`config.mk`:
```
export PLATFORM = sky130hd
export DESIGN_NAME = seq_addsub
export DESIGN_NICKNAME = d
export VERILOG_FILES = /design/src/rtl/seq_addsub.sv
export SDC_FILE = /design/constraint.sdc
export NUM_CORES = 1
export LEC_CHECK = 0
export ABC_AREA = 1
export CAP_MARGIN = 20
export CORE_MARGIN = 10
export CORE_UTILIZATION = 51
export DETAILED_ROUTE_END_ITERATION = 7
export PLACE_DENSITY_LB_ADDON = 0.2
export SYNTH_ARGS = -nofsm -noshare
export SYNTH_HDL_FRONTEND = slang
export SYNTH_SLANG_ARGS = --single-unit
```
`constraint.sdc`:
```
create_clock -name clk -period 2.5 [get_ports clk]
set_input_delay 0.5 -clock clk [delete_from_list [all_inputs] [get_ports clk]]
set_output_delay 0.5 -clock clk [all_outputs]
set_load 0.02 [all_outputs]
```
`src/rtl/seq_addsub.sv`:
```
// seq_addsub: multi-cycle adder/subtractor that processes CHUNK bits per clock.
// The low slice is handled first, and the carry between slices is kept in a register.
// Subtraction is a + ~b + 1, so cout = 1 means no borrow occurred.
// Optional feature: define SEQ_ADDSUB_FLAGS_EN to enable the ovf and zero flags.
// When it is not defined, both flags are tied to 0 and no flag logic is built.
module seq_addsub #(
    parameter int WIDTH = 16,
    parameter int CHUNK = 8
) (
    input  logic             clk,
    input  logic             rst_n,
    input  logic             start,
    input  logic             sub,
    input  logic [WIDTH-1:0] a,
    input  logic [WIDTH-1:0] b,
    output logic             busy,
    output logic             done,
    output logic [WIDTH-1:0] s,
    output logic             cout,
    output logic             ovf,
    output logic             zero
);

    localparam int NCH = WIDTH / CHUNK;
    localparam int IW  = (NCH > 1) ? $clog2(NCH) : 1;
    localparam logic [IW-1:0] LAST = IW'(NCH - 1);

    typedef enum logic [1:0] {
        IDLE,
        RUN,
        DONE
    } state_t;

    state_t           state;
    state_t           state_next;

    logic [WIDTH-1:0] opa;
    logic [WIDTH-1:0] opb;
    logic [WIDTH-1:0] acc;
    logic [WIDTH-1:0] acc_next;
    logic             carry;
    logic [IW-1:0]    idx;
    logic [CHUNK-1:0] slice_sum;
    logic             slice_cout;
    logic             accept;
    logic             last;

    // A new request is only taken when no operation is in flight.
    assign accept = start && ((state == IDLE) || (state == DONE));
    assign last   = (idx == LAST);

    // Add the current slice and merge the result into the partial sum.
    always_comb begin
        acc_next = acc;
        {slice_cout, slice_sum} = {1'b0, opa[idx*CHUNK +: CHUNK]}
                                + {1'b0, opb[idx*CHUNK +: CHUNK]}
                                + {{CHUNK{1'b0}}, carry};
        acc_next[idx*CHUNK +: CHUNK] = slice_sum;
    end

    // State register.
    always_ff @(posedge clk) begin
        if (!rst_n) begin
            state <= IDLE;
        end else begin
            state <= state_next;
        end
    end

    // Next-state logic. DONE can start the next operation directly, so back-to-back operations need no idle cycle.
    always_comb begin
        state_next = state;
        unique case (state)
            IDLE:    state_next = start ? RUN : IDLE;
            RUN:     state_next = last ? DONE : RUN;
            DONE:    state_next = start ? RUN : IDLE;
            default: state_next = IDLE;
        endcase
    end

    // Status outputs are decoded from the current state only.
    always_comb begin
        busy = (state == RUN);
        done = (state == DONE);
    end

    // Datapath: capture the operands, step through the slices, and publish the result on the last slice.
    always_ff @(posedge clk) begin
        if (!rst_n) begin
            opa   <= '0;
            opb   <= '0;
            acc   <= '0;
            carry <= 1'b0;
            idx   <= '0;
            s     <= '0;
            cout  <= 1'b0;
        end else if (accept) begin
            opa   <= a;
            opb   <= b ^ {WIDTH{sub}};
            acc   <= '0;
            carry <= sub;
            idx   <= '0;
        end else if (state == RUN) begin
            acc   <= acc_next;
            carry <= slice_cout;
            idx   <= last ? '0 : idx + 1'b1;
            if (last) begin
                s    <= acc_next;
                cout <= slice_cout;
            end
        end
    end

`ifdef SEQ_ADDSUB_FLAGS_EN
    // Flags update on the same edge as s. Overflow means the operand signs agree but the result sign differs.
    always_ff @(posedge clk) begin
        if (!rst_n) begin
            ovf  <= 1'b0;
            zero <= 1'b0;
        end else if ((state == RUN) && last) begin
            ovf  <= (opa[WIDTH-1] == opb[WIDTH-1]) && (acc_next[WIDTH-1] != opa[WIDTH-1]);
            zero <= (acc_next == '0);
        end
    end
`else
    assign ovf  = 1'b0;
    assign zero = 1'b0;
`endif

endmodule

```
==> run summary, run 1 <==
==================================================================================================
Run status                                                                            finished, final reports clean
Synthesized instance count                                                                     397
Count of clock tree sinks                                                                       61
Crit path launch type                                                                         flop
Count of unique library cells instantiated by Yosys                                             26
Die Width                                                                                  95.5 um
Max layer used                                                                                met4
Crit-path slowest cell                                                                sky130_fd_sc_hd__fa_1
Most instantiated library cell after synthesis                                        sky130_fd_sc_hd__nand2_1
Final cycle utilization of the critical path                                                 86.0%
Metal3 WL                                                                                   415 um
Critical Setup Path Class                                                                  reg2reg
Final critical-path required period                                                        2.15 ns
Post-route setup TNS                                                                          0 ns
Dpl hpwl                                                                                   5110 um
First DRT Iteration DRCs                                                                        97
Leakage power summed over all cells                                                        1.65 nW
Clock latency reported for the late side of the worst-skew pair                            0.33 ns
Non-Filler Instances                                                                           523
Worst EP required                                                                          2.77 ns
Warning count from the yosys run                                                                 0
Flop2flop setup slack                                                                      0.35 ns
Portion of the post-synthesis area used by sequential elements                               42.0%
Sum of routed wire length over all layers                                                  6860 um
Internal                                                                                   1.71 mW
Count of final max-slew check failures                                                           0
Final core utilization                                                                       66.0%
Area enclosed by the die boundary                                                         9120 um2
Critical path origin                                                                  idx$_SDFFE_PP0P_
Amount of wire on met2 after detailed routing                                              3280 um
Commonest register cell after synthesis                                               sky130_fd_sc_hd__dfxtp_1
Synth top area share                                                                         42.0%
Residual overflow from global routing                                                            0
Clock network power share                                                                    35.0%
Final instance area                                                                       3630 um2
Logic gate share of total power                                                              19.1%
Cell type with the largest total area after synthesis                                 sky130_fd_sc_hd__dfxtp_1
Crit-path most repeated cell                                                          sky130_fd_sc_hd__nand2_1
Post-Place Worst Slack                                                                    0.397 ns
Effective utilization at floorplan                                                           52.8%
Endpoints failing hold                                                                           0
Number of post-CTS setup repair buffers                                                          0
Post-CTS Resized                                                                                 0
Worst setup EP type                                                                           flop
Area of the mapped netlist                                                                2910 um2
Post-layout worst setup margin                                                            0.350 ns
Cell depth of the worst setup path                                                              12
Number of DRC violations after detailed routing                                                  0
Port Buffer Count                                                                               54
Sequence of cells on the critical path                                                inv_1, nand2_1, o21ai_0, fa_1, fa_1, nand2_1, nand2_1, nand3_1, nand2_1, nand2_1, nand3_1, a21oi_1
Fill cells                                                                                     489
Vias                                                                                         2,571
Total clock buffers created by CTS                                                               9
Syn_area_per_cell                                                                         7.32 um2
Worst min-delay path class                                                                 reg2reg
Setup clock skew after layout                                                           0.00558 ns
Global placement routability congestion                                                      0.858
Number of global-route vias before repair                                                    2,508
Number of H-tree levels                                                                          3
Share of synthesized flip-flops with an asynchronous set or reset                               0%
Worst ir drop on vdd                                                                      0.518 mV
CP bufs+invs                                                                                     1
First-pass GRT wire length                                                               11,500 um
Routed wirelength normalized by instance count                                             13.1 um
Crit path largest cell delay                                                               0.43 ns
Hold Buf Count CTS                                                                               0
Synthesis-stage register bit count                                                              61
Power, Total                                                                               2.35 mW
P per Cell Area                                                                         646 nW/um2
Most used standard cells in the synthesized netlist                                   77 x sky130_fd_sc_hd__nand2_1, 61 x sky130_fd_sc_hd__dfxtp_1, 58 x sky130_fd_sc_hd__nor2_1, 49 x sky130_fd_sc_hd__o21ai_0, 36 x sky130_fd_sc_hd__inv_1
Max Clock Freq                                                                             465 MHz
Net switching power figure                                                                0.636 mW
Max-cap violations                                                                               0
Clock transition time at the flip-flop clock pins of the worst setup and hold paths        0.07 ns
Clock Root Buffer                                                                     sky130_fd_sc_hd__clkbuf_8
Worst hold margin                                                                         0.468 ns
Worst-path fanout max                                                                            9
Largest cells by area after synthesis                                                 sky130_fd_sc_hd__dfxtp_1 42%, sky130_fd_sc_hd__nand2_1 9.9%, sky130_fd_sc_hd__o21ai_0 8.4%
Vias per std cell                                                                             4.92
Layout net count                                                                               493
DIE HEIGHT                                                                                 95.5 um
Sequential group share of total power                                                        45.9%
Length of routed wiring on met1                                                            3130 um
Syn-to-layout area delta                                                                     25.0%
Number of placement rows                                                                        27
Cell family contributing the most delay on the critical path                           adder cells
Timing endpoint of the critical path                                                  s[14]$_SDFFE_PN0P_
Antenna Nets Post-Route                                                                          0
I/O pin count                                                                                   57
Diode insertion count for antenna repair                                                         0
GRT Overall Usage                                                                            15.6%
Reg-to-reg endpoint                                                                   s[14]$_SDFFE_PN0P_
CTS tree                                                                                      done
Crit path arrival time                                                                     2.42 ns
Core region area                                                                          5510 um2
RR Startpoint                                                                         idx$_SDFFE_PP0P_
Placed Cells                                                                                   509
Clock buffer depth                                                                               2
Maximum number of pins on one net before global-route repair                                    50
Count of flip-flops with a built-in enable after synthesis                                       0
First-pass DRT Iterations                                                                        4
Total placed instance area                                                                3450 um2
RSZ-0062 raised after global routing                                                            no
R2R cell count                                                                                  12
Sw frac                                                                                      27.1%
Antenna violations before repair                                                                 0
Number of failing setup endpoints in the final timing report                                     0
Layout cell share with drive strength beyond 1                                               5.32%
==================================================================================================
==> final cells by class <==
cell class	instances	area (um2)	area share, %
well taps	72	90.1	2.48
inverters	38	145	4.00
clock inverters	2	35.0	0.965
clock buffers	12	145	4.00
flip-flops and latches	61	1220	33.6
multi-input cells	275	1390	38.2
repair buffers	63	608	16.7
==> registers in the layout, summed over array words and instances, names as in the netlist <==
signal / cells
acc: 8
opa: 16
opb: 16
carry: 1
idx: 1
s: 16
cout: 1
state: 2
==> worst min path at each step <==
stage,to,cells past startpoint,from,slack (ns)
floorplan,acc[1]$_SDFFE_PP0P_,2,acc[1]$_SDFFE_PP0P_,0.43
global placement,acc[1]$_SDFFE_PP0P_,2,acc[1]$_SDFFE_PP0P_,0.44
detailed placement,s[1]$_SDFFE_PN0P_,2,acc[1]$_SDFFE_PP0P_,0.45
CTS,s[1]$_SDFFE_PN0P_,2,acc[1]$_SDFFE_PP0P_,0.46
global route,s[10]$_SDFFE_PN0P_,2,s[10]$_SDFFE_PN0P_,0.50
finish,s[1]$_SDFFE_PN0P_,2,acc[1]$_SDFFE_PP0P_,0.47
==> metal layers <==
metal,vias up,GRT usage [%]
met5,-,0
met4,0,2.95
met3,4,5.73
met2,61,26.1
met1,1145,18.8
li1,1361,-
==> worst min-delay path: stages, from the launching register on <==
cell	delay, ns
sky130_fd_sc_hd__dfxtp_1	0.30
sky130_fd_sc_hd__inv_1	0.06
sky130_fd_sc_hd__a21oi_1	0.06
==> power by group through the flow <==
stage	sequential, mW	combinational (mW)	clock, mW
3_5_place_dp	1.10	0.448	0
2_1_floorplan	1.09	0.303	0
3_3_place_gp	1.09	0.445	0
6_report	1.08	0.449	0.820
5_1_grt	1.08	0.510	0.887
4_1_cts	1.08	0.453	0.837
==> cell usage in the layout (no fill, tap or decap), types with 2 or more instances in the layout <==
cell type                         synthesis  layout
sky130_fd_sc_hd__nand2_1                 77      77
sky130_fd_sc_hd__dfxtp_1                 61      61
sky130_fd_sc_hd__nor2_1                  58      58
sky130_fd_sc_hd__clkdlybuf4s50_1          0      54
sky130_fd_sc_hd__o21ai_0                 49      49
sky130_fd_sc_hd__inv_1                   36      36
sky130_fd_sc_hd__a21oi_1                 28      28
sky130_fd_sc_hd__nand3_1                 19      19
sky130_fd_sc_hd__xnor2_1                 16      16
sky130_fd_sc_hd__clkbuf_8                 0      10
sky130_fd_sc_hd__buf_4                    8       9
sky130_fd_sc_hd__o21a_1                   7       7
sky130_fd_sc_hd__ha_1                     7       7
sky130_fd_sc_hd__o211ai_1                 4       4
sky130_fd_sc_hd__fa_1                     2       2
sky130_fd_sc_hd__conb_1                   1       2
sky130_fd_sc_hd__clkbuf_1                 6       2
==> kinds of logic after synthesis <==
group	count (synthesis)	share of synthesized area, %
AOI/OAI and AO/OA	88	16.1
buffers and inverters	62	10.4
other	1	0.129
adders and majority gates	9	4.39
and+or+nand+nor	158	21.5
DFF	61	42.0
xor gates and xnor gates	17	5.12
muxes	1	0.344
Note: power is estimated with default switching activity, not from simulation.
==> run 2, diff against run 1 <==
CORE_UTILIZATION = 53   (was 51)
CTS_BUF_LIST = sky130_fd_sc_hd__clkbuf_4   (was unset)
==> run 2 against run 1 <==
Against the previous run:
- global-route usage increased by 0.49 points
- count of clock-buffer cells in the layout fell by 3
- setup slack better by 0.0054 ns
- cell area down 1.8%
- final cell count grew 0.19%
- routed wire length shrank 2.4%
- first-iteration DRC count grew 95%
- total power down 11%
- clock power fell by 31%
- sequential cell count unchanged
- largest cell class unchanged
- via count up 2.6%
- combinational power is essentially flat
==> run summary, run 2 (synthesis results as in run 1) <==
==================================================================================================
Net switching power figure                                                                0.663 mW   +4.3%
Post-layout worst setup margin                                                            0.355 ns   +0.00535 ns
CP bufs+invs                                                                                     3   +2
Sum of routed wire length over all layers                                                  6700 um   -2.4%
Total placed instance area                                                                3460 um2   +0.15%
P per Cell Area                                                                         586 nW/um2   -9.2%
First-pass DRT Iterations                                                                        5   +1
Crit path arrival time                                                                     1.65 ns   -0.77 ns
Internal                                                                                   1.43 mW   -16%
RSZ-0062 raised after global routing                                                            no
Hold Path End                                                                         acc[1]$_SDFFE_PP0P_
Final critical-path required period                                                        2.15 ns   -0.00535 ns
Maximum number of pins on one net before global-route repair                                    50   unchanged
Non-Filler Instances                                                                           524   +0.19%
Worst relative slew slack                                                                    66.4%
Post-Place Worst Slack                                                                    0.393 ns   -0.00387 ns
Hold Buf Count CTS                                                                               0   unchanged
Post-CTS Resized                                                                                 0   unchanged
Crit-path slowest cell                                                                sky130_fd_sc_hd__clkdlybuf4s50_1
Residual overflow from global routing                                                            0   unchanged
Syn-to-layout area delta                                                                     22.7%
DIE HEIGHT                                                                                 94.1 um   -1.5%
Antenna violations before repair                                                                 0   unchanged
Logic gate share of total power                                                              21.6%   +2.5 points
Highest-count cells in the layout ignoring fill and taps                              77 x sky130_fd_sc_hd__nand2_1, 61 x sky130_fd_sc_hd__dfxtp_1, 58 x sky130_fd_sc_hd__nor2_1, 54 x sky130_fd_sc_hd__clkdlybuf4s50_1, 49 x sky130_fd_sc_hd__o21ai_0
Clock buffer depth                                                                               2   unchanged
Clock transition time at the flip-flop clock pins of the worst setup and hold paths        0.11 ns   +0.04 ns
Run status                                                                            finished, final reports clean
Layout cell share with drive strength beyond 1                                               5.95%   +0.63 points
Area enclosed by the die boundary                                                         8850 um2   -3.0%
Number of H-tree levels                                                                          3   unchanged
First-pass GRT wire length                                                               11,500 um   +0.65%
Vias per std cell                                                                             5.04   +2.4%
Least-Margin Pin Slew                                                                     0.502 ns
R2R cell count                                                                                  12   unchanged
Die Width                                                                                  94.1 um   -1.5%
Cell family contributing the most delay on the critical path                          buffers and inverters
Effective utilization at floorplan                                                           55.8%   +3.1 points
Number of global-route vias before repair                                                    2,608   +4.0%
GRT Overall Usage                                                                            16.1%   +0.49 points
Leakage power summed over all cells                                                        1.61 nW   -2.3%
First DRT Iteration DRCs                                                                       189   +95%
Worst hold path depth                                                                            2   unchanged
Sequence of cells on the critical path                                                inv_1, nand2_1, inv_1, clkdlybuf4s50_1
Global placement routability congestion                                                      0.916   +6.7%
Sw frac                                                                                      31.7%   +4.6 points
Antenna Nets Post-Route                                                                          0   unchanged
Worst EP required                                                                          2.00 ns   -0.77 ns
Clock latency reported for the late side of the worst-skew pair                            0.41 ns   +0.08 ns
Post-route setup TNS                                                                          0 ns   unchanged
Sequential group share of total power                                                        51.3%   +5.4 points
Count of clock tree sinks                                                                       61   unchanged
Port Buffer Count                                                                               54   unchanged
Regs by FF count                                                                      opa x16, opb x16, s x16
Worst ir drop on vdd                                                                      0.431 mV   -17%
Diode insertion count for antenna repair                                                         0   unchanged
Routed wirelength normalized by instance count                                             12.8 um   -2.6%
Worst-path fanout max                                                                            4   -5
I/O pin count                                                                                   57   unchanged
Setup clock skew after layout                                                            0.0209 ns   +0.0153 ns
Count of final max-slew check failures                                                           0   unchanged
Hold Startpoint                                                                       acc[1]$_SDFFE_PP0P_
Crit path largest cell delay                                                               0.62 ns   +0.19 ns
Number of post-CTS setup repair buffers                                                          0   unchanged
Clock Root Buffer                                                                     sky130_fd_sc_hd__clkbuf_4
Crit path launch type                                                                         flop
Core region area                                                                          5200 um2   -5.5%
Placed Cells                                                                                   508   -0.20%
Critical Setup Path Class                                                                  reg2out
Flop2flop setup slack                                                                      0.37 ns   +0.02 ns
Critical path origin                                                                  state[1]$_SDFF_PN0_
RR Startpoint                                                                         idx$_SDFFE_PP0P_
CTS tree                                                                                      done
Endpoints failing hold                                                                           0   unchanged
Most common cell after layout, fill and taps aside                                    sky130_fd_sc_hd__nand2_1
Clock network power share                                                                    27.1%   -7.9 points
Vias                                                                                         2,639   +2.6%
Dpl hpwl                                                                                   5060 um   -0.96%
Final instance area                                                                       3570 um2   -1.8%
Worst min-delay path class                                                                 reg2reg
Power, Total                                                                               2.09 mW   -11%
Reg-to-reg endpoint                                                                   s[14]$_SDFFE_PN0P_
Layout net count                                                                               494   +0.20%
Total clock buffers created by CTS                                                               9   unchanged
Number of DRC violations after detailed routing                                                  0   unchanged
Crit-path most repeated cell                                                          sky130_fd_sc_hd__inv_1
Worst setup EP type                                                                     output pin
Number of placement rows                                                                        26   -3.7%
Final cycle utilization of the critical path                                                 85.8%   -0.21 points
Final core utilization                                                                       68.5%   +2.6 points
Worst hold margin                                                                         0.469 ns   +0.000570 ns
Max Clock Freq                                                                             466 MHz   +0.25%
Max-cap violations                                                                               0   unchanged
Number of failing setup endpoints in the final timing report                                     0   unchanged
==================================================================================================
[run 2: cell count changes in the layout (fill, tap and decap cells not counted)]
cell | before | now
sky130_fd_sc_hd__buf_4 | 9 | 10
sky130_fd_sc_hd__clkbuf_1 | 2 | 0
sky130_fd_sc_hd__clkbuf_8 | 10 | 0
sky130_fd_sc_hd__bufinv_16 | 1 | 0
sky130_fd_sc_hd__clkbuf_4 | 0 | 9
sky130_fd_sc_hd__clkinv_1 | 0 | 2
sky130_fd_sc_hd__clkinvlp_4 | 0 | 4
[run 2: layout make-up]
type / count / area [um2]
fillers: 468 / 1640
multi-input cells: 275 / 1390
flip-flops and latches: 61 / 1220
repair buffers: 64 / 616
inverters: 38 / 145
well taps: 70 / 87.6
clock buffers: 9 / 67.6
clock inverters: 7 / 42.5
[run 2: routing by layer]
metal	share of wire, %	vias up	global-route usage, %
met3	6.7	11	5.36
met5	0	-	0
li1	-	1368	-
met4	1.7	0	5.82
met2	47	69	26.2
met1	45	1191	19.2
[run 2: worst max-delay path by stage]
stage                                to  cells after the start  slack [ns]
floorplan           acc[6]$_SDFFE_PP0P_                     14        0.33
global placement    acc[6]$_SDFFE_PP0P_                     13        0.46
detailed placement   s[14]$_SDFFE_PN0P_                     12        0.39
CTS                                busy                      3        0.34
global route        acc[6]$_SDFFE_PP0P_                     13        0.16
finish                             busy                      4        0.35
[run 2: power groups by stage]
stage               registers (mW)  logic [mW]  clock network (mW)
finish                        1.07       0.451               0.567
global route                  1.08       0.508               0.626
CTS                           1.07       0.451               0.573
detailed placement            1.09       0.447                   0
global placement              1.09       0.438                   0
floorplan                     1.09       0.303                   0
[run 2: worst register-to-register path, cell delays in order (launching register included)]
cell and delay [ns]:
sky130_fd_sc_hd__dfxtp_1 0.37, sky130_fd_sc_hd__inv_1 0.11, sky130_fd_sc_hd__nand2_1 0.06, sky130_fd_sc_hd__o21ai_0 0.11, sky130_fd_sc_hd__fa_1 0.42, sky130_fd_sc_hd__fa_1 0.43, sky130_fd_sc_hd__nand2_1 0.09, sky130_fd_sc_hd__nand2_1 0.05
sky130_fd_sc_hd__nand3_1 0.09, sky130_fd_sc_hd__nand2_1 0.05, sky130_fd_sc_hd__nand2_1 0.08, sky130_fd_sc_hd__nand3_1 0.07, sky130_fd_sc_hd__a21oi_1 0.15
